[src/rtl/usb_host_pkg.sv]
// Shared constants and types for the USB full-speed host token transmitter.
package usb_host_pkg;

  localparam logic [3:0] PID_OUT   = 4'b0001;
  localparam logic [3:0] PID_IN    = 4'b1001;
  localparam logic [3:0] PID_SOF   = 4'b0101;
  localparam logic [3:0] PID_SETUP = 4'b1101;

  localparam logic [4:0] CRC5_POLY = 5'b00101;
  localparam logic [4:0] CRC5_INIT = 5'b11111;

  typedef enum logic [2:0] {
    ST_IDLE,
    ST_SYNC,
    ST_PID,
    ST_TOKEN,
    ST_CRC,
    ST_EOP_SE0,
    ST_EOP_J
  } tx_state_t;

  // Bus line state packed as {d_plus, d_minus}
  typedef logic [1:0] line_t;
  localparam line_t LINE_J   = 2'b10;
  localparam line_t LINE_K   = 2'b01;
  localparam line_t LINE_SE0 = 2'b00;

  function automatic logic pid_is_token(input logic [3:0] p);
    return (p == PID_OUT) || (p == PID_IN) || (p == PID_SOF) || (p == PID_SETUP);
  endfunction

endpackage

[src/rtl/usb_crc5.sv]
// Serial USB CRC5 (x^5+x^2+1); remainder register updated one bit per shift_en.
module usb_crc5
  import usb_host_pkg::*;
(
  input  logic       i_clk,
  input  logic       i_rst_n,
  input  logic       i_clear,
  input  logic       i_shift_en,
  input  logic       i_bit_in,
  output logic [4:0] o_rem
);

  logic [4:0] r_rem;
  logic       w_fb;

  assign w_fb  = i_bit_in ^ r_rem[4];
  assign o_rem = r_rem;

  always_ff @(posedge i_clk or negedge i_rst_n) begin
    if (!i_rst_n) begin
      r_rem <= CRC5_INIT;
    end else if (i_clear) begin
      r_rem <= CRC5_INIT;
    end else if (i_shift_en) begin
      r_rem <= {r_rem[3:0], 1'b0} ^ (w_fb ? CRC5_POLY : 5'b00000);
    end
  end

endmodule

[src/rtl/usb_host_token_tx.sv]
// USB full-speed token transmitter: SYNC/PID/ADDR/ENDP/CRC5/EOP with bit stuffing and NRZI.
// Optional build macro TOKEN_PID_CHECK_EN refuses non-token PIDs and pulses err.
module usb_host_token_tx
  import usb_host_pkg::*;
#(
  parameter int CLKS_PER_BIT = 8
)
(
  input  logic       clk,
  input  logic       n_rst,
  input  logic       start,
  input  logic [3:0] pid,
  input  logic [6:0] addr,
  input  logic [3:0] endp,
  output logic       busy,
  output logic       done,
  output logic       err,
  output logic       d_plus,
  output logic       d_minus
);

  localparam int DIV_W = (CLKS_PER_BIT > 1) ? $clog2(CLKS_PER_BIT) : 1;
  localparam logic [DIV_W-1:0] DIV_LAST = DIV_W'(CLKS_PER_BIT - 1);

  tx_state_t        r_state, w_nxt_state;
  logic [DIV_W-1:0] r_div;
  logic [2:0]       r_bit_cnt, w_nxt_bit;
  logic [3:0]       r_fld_cnt, w_nxt_fld;
  logic [2:0]       r_ones;
  line_t            r_line, w_line_tgl;
  logic             r_busy, r_done;
  logic [3:0]       r_pid, r_endp;
  logic [6:0]       r_addr;

  logic             w_pid_ok, w_accept, w_bit_end, w_data_st, w_stuff;
  logic             w_nxt_data, w_crc_shift;
  logic [7:0]       w_pid_byte;
  logic [10:0]      w_tok;
  logic [4:0]       w_crc_rem;
  logic [2:0]       w_crc_idx;

`ifdef TOKEN_PID_CHECK_EN
  logic r_err;
  assign w_pid_ok = pid_is_token(pid);
  always_ff @(posedge clk or negedge n_rst) begin
    if (!n_rst) r_err <= 1'b0;
    else        r_err <= (r_state == ST_IDLE) && start && !w_pid_ok;
  end
  assign err = r_err;
`else
  assign w_pid_ok = 1'b1;
  assign err      = 1'b0;
`endif

  assign w_accept   = (r_state == ST_IDLE) && start && w_pid_ok;
  assign w_bit_end  = (r_state != ST_IDLE) && (r_div == DIV_LAST);
  assign w_data_st  = (r_state == ST_SYNC) || (r_state == ST_PID) ||
                      (r_state == ST_TOKEN) || (r_state == ST_CRC);
  assign w_stuff    = w_data_st && (r_ones == 3'd6);
  assign w_line_tgl = (r_line == LINE_J) ? LINE_K : LINE_J;
  assign w_pid_byte = {~r_pid, r_pid};
  assign w_tok      = {r_endp, r_addr};
  assign w_crc_idx  = 3'd4 - w_nxt_fld[2:0];

  // Position of the next data bit once the current bit time ends
  always_comb begin
    w_nxt_state = r_state;
    w_nxt_bit   = r_bit_cnt;
    w_nxt_fld   = r_fld_cnt;
    case (r_state)
      ST_SYNC: begin
        w_nxt_bit = r_bit_cnt + 3'd1;
        if (r_bit_cnt == 3'd7) begin
          w_nxt_state = ST_PID;
          w_nxt_bit   = 3'd0;
        end
      end
      ST_PID: begin
        w_nxt_bit = r_bit_cnt + 3'd1;
        if (r_bit_cnt == 3'd7) begin
          w_nxt_state = ST_TOKEN;
          w_nxt_bit   = 3'd0;
          w_nxt_fld   = 4'd0;
        end
      end
      ST_TOKEN: begin
        w_nxt_fld = r_fld_cnt + 4'd1;
        if (r_fld_cnt == 4'd10) begin
          w_nxt_state = ST_CRC;
          w_nxt_fld   = 4'd0;
        end
      end
      ST_CRC: begin
        w_nxt_fld = r_fld_cnt + 4'd1;
        if (r_fld_cnt == 4'd4) begin
          w_nxt_state = ST_EOP_SE0;
          w_nxt_fld   = 4'd0;
          w_nxt_bit   = 3'd0;
        end
      end
      ST_EOP_SE0: begin
        w_nxt_bit = r_bit_cnt + 3'd1;
        if (r_bit_cnt == 3'd1) w_nxt_state = ST_EOP_J;
      end
      ST_EOP_J: w_nxt_state = ST_IDLE;
      default:  w_nxt_state = ST_IDLE;
    endcase
  end

  always_comb begin
    w_nxt_data = 1'b1;
    case (w_nxt_state)
      ST_SYNC:  w_nxt_data = (w_nxt_bit == 3'd7);
      ST_PID:   w_nxt_data = w_pid_byte[w_nxt_bit];
      ST_TOKEN: w_nxt_data = w_tok[w_nxt_fld];
      ST_CRC:   w_nxt_data = ~w_crc_rem[w_crc_idx];
      default:  w_nxt_data = 1'b1;
    endcase
  end

  assign w_crc_shift = w_bit_end && !w_stuff && (w_nxt_state == ST_TOKEN);

  usb_crc5 u_crc5 (
    .i_clk      (clk),
    .i_rst_n    (n_rst),
    .i_clear    (w_accept),
    .i_shift_en (w_crc_shift),
    .i_bit_in   (w_nxt_data),
    .o_rem      (w_crc_rem)
  );

  always_ff @(posedge clk) begin
    if (w_accept) begin
      r_pid  <= pid;
      r_addr <= addr;
      r_endp <= endp;
    end
  end

  always_ff @(posedge clk or negedge n_rst) begin
    if (!n_rst) begin
      r_state   <= ST_IDLE;
      r_div     <= '0;
      r_bit_cnt <= 3'd0;
      r_fld_cnt <= 4'd0;
      r_ones    <= 3'd0;
      r_line    <= LINE_J;
      r_busy    <= 1'b0;
      r_done    <= 1'b0;
    end else begin
      r_done <= 1'b0;
      if (w_accept) begin
        // First SYNC bit is a 0, so the line leaves J immediately
        r_state   <= ST_SYNC;
        r_div     <= '0;
        r_bit_cnt <= 3'd0;
        r_fld_cnt <= 4'd0;
        r_ones    <= 3'd0;
        r_line    <= LINE_K;
        r_busy    <= 1'b1;
      end else if (w_bit_end) begin
        r_div <= '0;
        if (w_stuff) begin
          r_line <= w_line_tgl;
          r_ones <= 3'd0;
        end else begin
          r_state   <= w_nxt_state;
          r_bit_cnt <= w_nxt_bit;
          r_fld_cnt <= w_nxt_fld;
          case (w_nxt_state)
            ST_EOP_SE0: begin
              r_line <= LINE_SE0;
              r_ones <= 3'd0;
            end
            ST_EOP_J: r_line <= LINE_J;
            ST_IDLE: begin
              r_line    <= LINE_J;
              r_busy    <= 1'b0;
              r_done    <= 1'b1;
              r_bit_cnt <= 3'd0;
              r_fld_cnt <= 4'd0;
              r_ones    <= 3'd0;
            end
            default: begin
              r_line <= w_nxt_data ? r_line : w_line_tgl;
              r_ones <= w_nxt_data ? (r_ones + 3'd1) : 3'd0;
            end
          endcase
        end
      end else if (r_state != ST_IDLE) begin
        r_div <= r_div + 1'b1;
      end
    end
  end

  assign busy    = r_busy;
  assign done    = r_done;
  assign d_plus  = r_line[1];
  assign d_minus = r_line[0];

endmodule
[config.mk]
export PLATFORM = sky130hd
export DESIGN_NAME = usb_host_token_tx
export DESIGN_NICKNAME = d
export VERILOG_FILES = /design/src/rtl/usb_host_pkg.sv /design/src/rtl/usb_crc5.sv /design/src/rtl/usb_host_token_tx.sv
export SDC_FILE = /design/constraint.sdc
export NUM_CORES = 1
export LEC_CHECK = 0
export CAP_MARGIN = 20
export CORE_ASPECT_RATIO = 2
export CORE_UTILIZATION = 25
export DETAILED_ROUTE_END_ITERATION = 10
export PLACE_DENSITY = 0.52
export SYNTH_ARGS = -nofsm -noshare
export SYNTH_HDL_FRONTEND = slang
export SYNTH_HIERARCHICAL = 1
export SYNTH_SLANG_ARGS = --single-unit
[constraint.sdc]
create_clock -name clk -period 7.7 [get_ports clk]
set_input_delay 1.54 -clock clk [delete_from_list [all_inputs] [get_ports clk]]
set_output_delay 1.54 -clock clk [all_outputs]
set_load 0.01 [all_outputs]
# Yosys cells after proc, flatten, opt, wreduce, memory -nomap -nowiden
# Index checks and enable logic that the tools add are counted.
[word_totals]
input_bits = 18
ff_bits = 40
[op_classes]
eq_ne = 22
mux = 56
bitwise = 4
n_reduce_logical = 23
magnitude_cmp = 3
n_addsub = 5
[op_table]
columns = ["operator", "n"]
rows = [
  ["two-way mux 3 bit", 22],
  ["two-way mux 4 bit", 7],
  ["equality test 3 bit, second input constant", 9],
  ["case mux 3 bit (5 select lines)", 1],
  ["equality test 3 x 2 -> 1 bit, second input constant", 4],
  ["case mux 4 bit (3 select lines)", 1],
  ["two-way mux 1 bit", 11],
  ["two-way mux 2 bit", 5],
  ["two-way mux 5 bit", 2],
  ["adder 3 x 1 -> 3 bit, second input constant", 3],
  ["equality test 3 x 1 -> 1 bit, second input constant", 3],
  ["case mux 3 bit (3 select lines)", 1],
  ["less-than comparator 3 x 4 -> 1 bit, second input constant", 2],
  ["binary-select mux 1 bit (select 3 bit)", 2],
  ["zero test 3 bit", 2],
  ["case mux 3 bit (2 select lines)", 1],
  ["AND reduction 2 bit", 3],
  ["nonzero test 2 bit", 3],
  ["nonzero test 3 bit", 2],
  ["OR reduction 2 bit", 3],
  ["logical AND 1 bit", 5],
  ["less-than comparator 4 x 5 -> 1 bit, second input constant", 1],
  ["inequality test 5 x 4 -> 1 bit, second input constant", 1],
  ["bitwise XOR 5 bit", 1],
  ["other kinds (16)", 18],
]

# Longest topological paths before layout
[depth]
word_depth = 13
mapped_depth = 14
mapped_depth_nobuf = 14

# Hierarchy
# Netlist, hierarchy kept.
[modules_own_cells]
columns = ["module", "cells_per_inst", "seq_area_each_um2", "area_each_um2", "n_inst"]
rows = [
  ["usb_host_token_tx", 260, 952.2, 2473.6, 1],
  ["usb_crc5", 18, 131.4, 246.5, 1],
]

# Worst setup path before layout
# No wires, ideal clock.
[synth_path]
path_kind = "flip-flop to flip-flop"
from = "register r_bit_cnt[0]"
to = "register u_crc5.r_rem[2], in the netlist u_crc5/o_rem[2]"
period_less_slack_ns = 3.511
setup_ns = 0.083
required_time_ns = 7.617
t_arrival_ns = 3.428
n_path_buf = 0
slack_ns = 4.189
path_stages_with_launch = 15
path_cell_list = "dfrtp_1 -> ha_1 -> ha_1 -> o21ai_0 -> o21ai_2 -> mux2_4 -> ha_1 -> nand3b_1 -> a21oi_1 -> nor4_1 -> mux2_2 -> o21ai_1 -> nand4_4 -> xor3_1 -> a211o_1"
[synth_via]
elab_chain_len = 13
word_cells_on_any_way = 33
[synth_rtl]
columns = ["element", "line", "rtl"]
rows = [
  ["start: declaration", "usb_host_token_tx.sv:27", "logic [2:0] r_bit_cnt, w_nxt_bit;"],
  ["start signal: assignment", "usb_host_token_tx.sv:168", "r_bit_cnt <= w_nxt_bit;"],
  ["equality test 3 bit", "usb_host_token_tx.sv:73, usb_host_token_tx.sv:80", ""],
  ["two-way mux 4 bit", "usb_host_token_tx.sv:80", "if (r_bit_cnt == 3'd7) begin"],
  ["case mux 4 bit (3 select lines)", "usb_host_token_tx.sv:70", "case (r_state)"],
  ["subtractor 3 bit", "usb_host_token_tx.sv:63", "assign w_crc_idx = 3'd4 - w_nxt_fld[2:0];"],
  ["binary-select mux 1 bit (select 3 bit)", "usb_host_token_tx.sv:116", "ST_CRC: w_nxt_data = ~w_crc_rem[w_crc_idx];"],
  ["two-way mux 1 bit (implied by the code)", "usb_host_token_tx.sv:116", ""],
  ["inverter 1 bit", "usb_host_token_tx.sv:116", ""],
  ["case mux 1 bit (4 select lines) *", "usb_host_token_tx.sv:112", "case (w_nxt_state)"],
  ["named net w_nxt_data", "usb_host_token_tx.sv:36", "logic w_nxt_data, w_crc_shift;"],
  ["bitwise XOR 1 bit *", "usb_crc5.sv:16", "assign w_fb = i_bit_in ^ r_rem[4];"],
  ["two-way mux 3 bit *", "usb_crc5.sv:25", "r_rem <= {r_rem[3:0], 1'b0} ^ (w_fb ? CRC5_POLY : 5'b00000);"],
  ["bitwise XOR 5 bit *", "usb_crc5.sv:25", ""],
  ["two-way mux 5 bit *", "usb_crc5.sv:24", "end else if (i_shift_en) begin"],
  ["two-way mux 5 bit *", "usb_crc5.sv:22", "end else if (i_clear) begin"],
  ["end signal: assignment", "usb_crc5.sv:25", ""],
  ["end: declaration", "usb_crc5.sv:13", "logic [4:0] r_rem;"],
]
# The timed path passes the listed nets; every way through them passes the cells marked *. The select of a mux whose other input is x is not followed.
# A chain may end at the register's enable or synchronous reset.

# Worst setup path after layout
[layout_path]
from = "register r_bit_cnt[1]"
to = "register u_crc5.r_rem[2], in the netlist u_crc5/o_rem[2]"
# The elaborated chain is that of the path after synthesis.

==> key figures <==
Outcome
  • Status: finished, final reports clean

Floorplan
  • Die X: about 76 um
  • Die ar.: 0.0113 mm2
  • I/O pins: 23
  • Core area: 0.0105 mm2
  • Die H: 150 um
  • Site row count: 53
  • Starting Density: roughly a quarter

Synth
  • FF+latch count, synth: 40
  • Predominant post-synthesis flop cell: dfrtp_1
  • Post-synthesis cell type count: ~70
  • Syn Inst Count: roughly 280
  • Post-synth ARST share: between 60 and 70%
  • Synthesis warning total: 6
  • Post-Syn Area per Cell: between 9 and 10 um2
  • Number of synthesized flops with an enable pin: 15
  • Post-synthesis net count: about 300
  • Synth Cell Area: between 0.002 and 0.003 mm2
  • Register area share after synthesis: between 30% and 40%

Detailed routing
  • 1st-iter DRT viols: 108
  • Via-to-Cell Ratio: roughly 5
  • Detailed-route DRC error count: 0
  • Vias: ~2200
  • Post-route ant nets: 0
  • Post-DR wirelength/cell: between 15 and 20 um
  • DR pass1 iterations: 4
  • Final WL: between 6000 and 7000 um

Power
  • Maximum vdd drop: 0.126 mV
  • Leakage power: about 1.2 nW
  • PwrDens: 382 mW/mm2
  • Power, Total: ~1.2 mW

CTS
  • TritonCTS buffer count: 5
  • Longest Clk Path Bufs: 2
  • # Post-CTS Setup Buffers: 0
  • Worst-path clk slew: roughly 0.06 ns
  • CTS hold repair buffers: 0
  • CTS H-tree depth: 2
  • # clock sinks: 40
  • Later-pin clock latency in the skew report: 0.29 ns
  • CTS tree: done
  • Cts repair resizes: 0
  • Root Driver: clkbuf_16

Worst setup path
  • FF-to-FF setup slack: between 3 and 4 ns
  • Type of the worst setup path: flip-flop to flip-flop
  • Startpoint Class: flip-flop
  • Critical Path RT: a little under 8 ns
  • CP Capture Type: flip-flop
  • Crit-path max cell delay: about 0.45 ns
  • FF-to-FF End: u_crc5/o_rem[2]
  • CP Data Arrival Time: around 4.2 ns
  • CP startpoint: r_bit_cnt[1]
  • FF-to-FF Start: r_bit_cnt[1]
  • Crit Path Max Fanout: 9
  • Worst Setup EP: u_crc5/o_rem[2]
  • CP cell instances: ha_1 > ha_1 > o21ai_0 > o21ai_2 > mux2_4 > ha_1 > nand3b_1 > a21oi_1 > nor4_1 > mux2_2 > o21ai_1 > nand4_4 > xor3_1 > a211o_1
  • Slowest CP cell: dfrtp_1
  • R2R depth: 14
  • Most frequent CP cell: ha_1

Global routing
  • GRT Total Usage: between 10% and 20%
  • First-pass GRT wire length: 10900 um
  • Initial antenna violation count: 0
  • Number of global-route vias before repair: 2172
  • Grt total ovfl: 0
  • Largest net degree at the start of global routing: 29

Timing
  • Post-route clock skew: 0.00576 ns
  • Final hold violation count: 0
  • Max frequency: around 0.25 GHz
  • Setup TNS: 0 ns
  • Slew of the pin with the lowest slew margin: between 0.8 and 0.9 ns
  • Minimum clock period: 3.95 ns
  • Final Cycle Share: approximately half
  • Final setup viols: 0
  • Slew HR: about two fifths
  • RSZ-0062 raised after global routing: no
  • Pins Over Slew Limit: 0

Layout
  • Share of layout cells above drive strength 1: roughly a tenth
  • NumNets Final: 328
  • Area Overhead vs Synth: 18.8%
  • Diode count: 0
  • Post-route insts no fill: 436

Flow run
  • Maxcap violations: 0

Placed design
  • GPL Wtd Cong: ~0.85
  • DPL Wire Length: between 5000 and 6000 um
  • IO buf count: 21
  • Placed cell count: 428

Hold path
  • Tightest Hold Check Type: flip-flop to flip-flop
per-stage QoR:
step	util (%)	area [um2]	setup WS, ns	hold WS, ns
final	30.6	3230	3.75	0.504
after detailed placement	29.1	3070	3.80	0.493
after global placement	29.1	3070	3.87	0.485
after floorplan	-	2720	4.19	0.462
after CTS	30.6	3230	3.76	0.512
after global routing	30.6	3230	3.54	0.523
power by group:
part / total (mW) / internal [mW] / switching (mW)
sequential: 0.377 / 0.294 / 0.0831
clock: 0.231 / 0.151 / 0.0807
combinational: 0.624 / 0.278 / 0.346
total: 1.23 / 0.723 / 0.510
cell usage after synthesis (3+ instances only):
cell	instances	area, um2
nor4_1	4	25.0
o21ai_0	20	100
a31oi_1	3	18.8
clkbuf_1	3	11.3
a21oi_1	12	60.1
nand2_1	22	82.6
edfxtp_1	15	450
and3b_1	3	26.3
inv_1	17	63.8
dfstp_2	6	158
ha_1	12	150
o211a_1	3	30.0
o31ai_1	4	30.0
nor2_1	16	60.1
dfrtp_1	19	475
nor3_1	6	30.0
nand2b_1	4	25.0
nor3b_1	3	22.5
nand4_1	4	25.0
a211o_1	5	43.8
a211oi_1	7	52.6
buf_2	6	30.0
nor2b_1	9	56.3
nand3b_1	10	75.1
a21o_1	3	22.5
nand3_1	7	35.0
cell usage in the layout (no fill, tap or decap), types with 4 or more instances in the layout:
| master | netlist | final |
|---|---|---|
| nand2_1 | 22 | 22 |
| clkdlybuf4s50_1 | 0 | 21 |
| o21ai_0 | 20 | 20 |
| dfrtp_1 | 19 | 19 |
| inv_1 | 17 | 17 |
| nor2_1 | 16 | 16 |
| edfxtp_1 | 15 | 15 |
| a21oi_1 | 12 | 12 |
| ha_1 | 12 | 12 |
| nand3b_1 | 10 | 10 |
| nor2b_1 | 9 | 9 |
| a211oi_1 | 7 | 7 |
| nand3_1 | 7 | 7 |
| nor3_1 | 6 | 6 |
| dfstp_2 | 6 | 6 |
| clkbuf_16 | 0 | 5 |
| a211o_1 | 5 | 5 |
| o31ai_1 | 4 | 4 |
| nand2b_1 | 4 | 4 |
| nor4_1 | 4 | 4 |
| nand4_1 | 4 | 4 |
registers in the layout (all words and copies together) (netlist names):
signal	count
r_addr	7
r_pid	4
r_ones	3
busy	1
r_fld_cnt	4
r_div	3
u_crc5/o_rem	5
r_state	3
done	1
r_line	2
r_endp	4
r_bit_cnt	3
worst min path at each step:
| stage | from | end | slack, ns | cells after the start |
|---|---|---|---|---|
| after floorplan | r_div[0] | r_div[0] | 0.46 | 1 |
| after global placement | r_div[0] | r_div[0] | 0.48 | 1 |
| final | r_div[0] | r_div[0] | 0.50 | 1 |
| after detailed placement | busy | busy | 0.49 | 2 |
| after CTS | r_div[0] | r_div[0] | 0.51 | 1 |
| after global routing | r_div[0] | r_div[0] | 0.52 | 1 |
critical path: cells and delay by family, from the launching register on:
kind,cells,cell delay [ns]
compound gates,5,1.06
fa+ha+maj,3,0.76
mux,2,0.74
simple gates,3,0.62
flops,1,0.45
xor+xnor,1,0.23
cells by family after synthesis:
kind of cell / count (synthesis) / synth area share, %
mux: 6 / 2.94
other cells: 1 / 0.138
simple gates: 105 / 22.7
flops: 40 / 39.8
compound gates: 83 / 22.9
xor+xnor: 4 / 1.84
fa+ha+maj: 12 / 5.52
buf+inv: 27 / 4.14
area by class of cell:
type,count,area [um2]
fillers,1100,7310
multi-input cells,211,1520
flip-flops and latches,40,1080
repair buffers,23,225
well taps,137,171
clock buffers,5,125
inverters,17,63.8
clock inverters,3,37.5
metal layers:
layer / vias up / track usage, % / wire length (um)
met1: 1030 / 14.0 / 2500
met4: 0 / 9.17 / 361
met5: - / 0 / 0
met3: 19 / 1.08 / 120
met2: 42 / 22.7 / 3660
li1: 1093 / - / -
No activity file was read; power rests on OpenSTA's default activity.
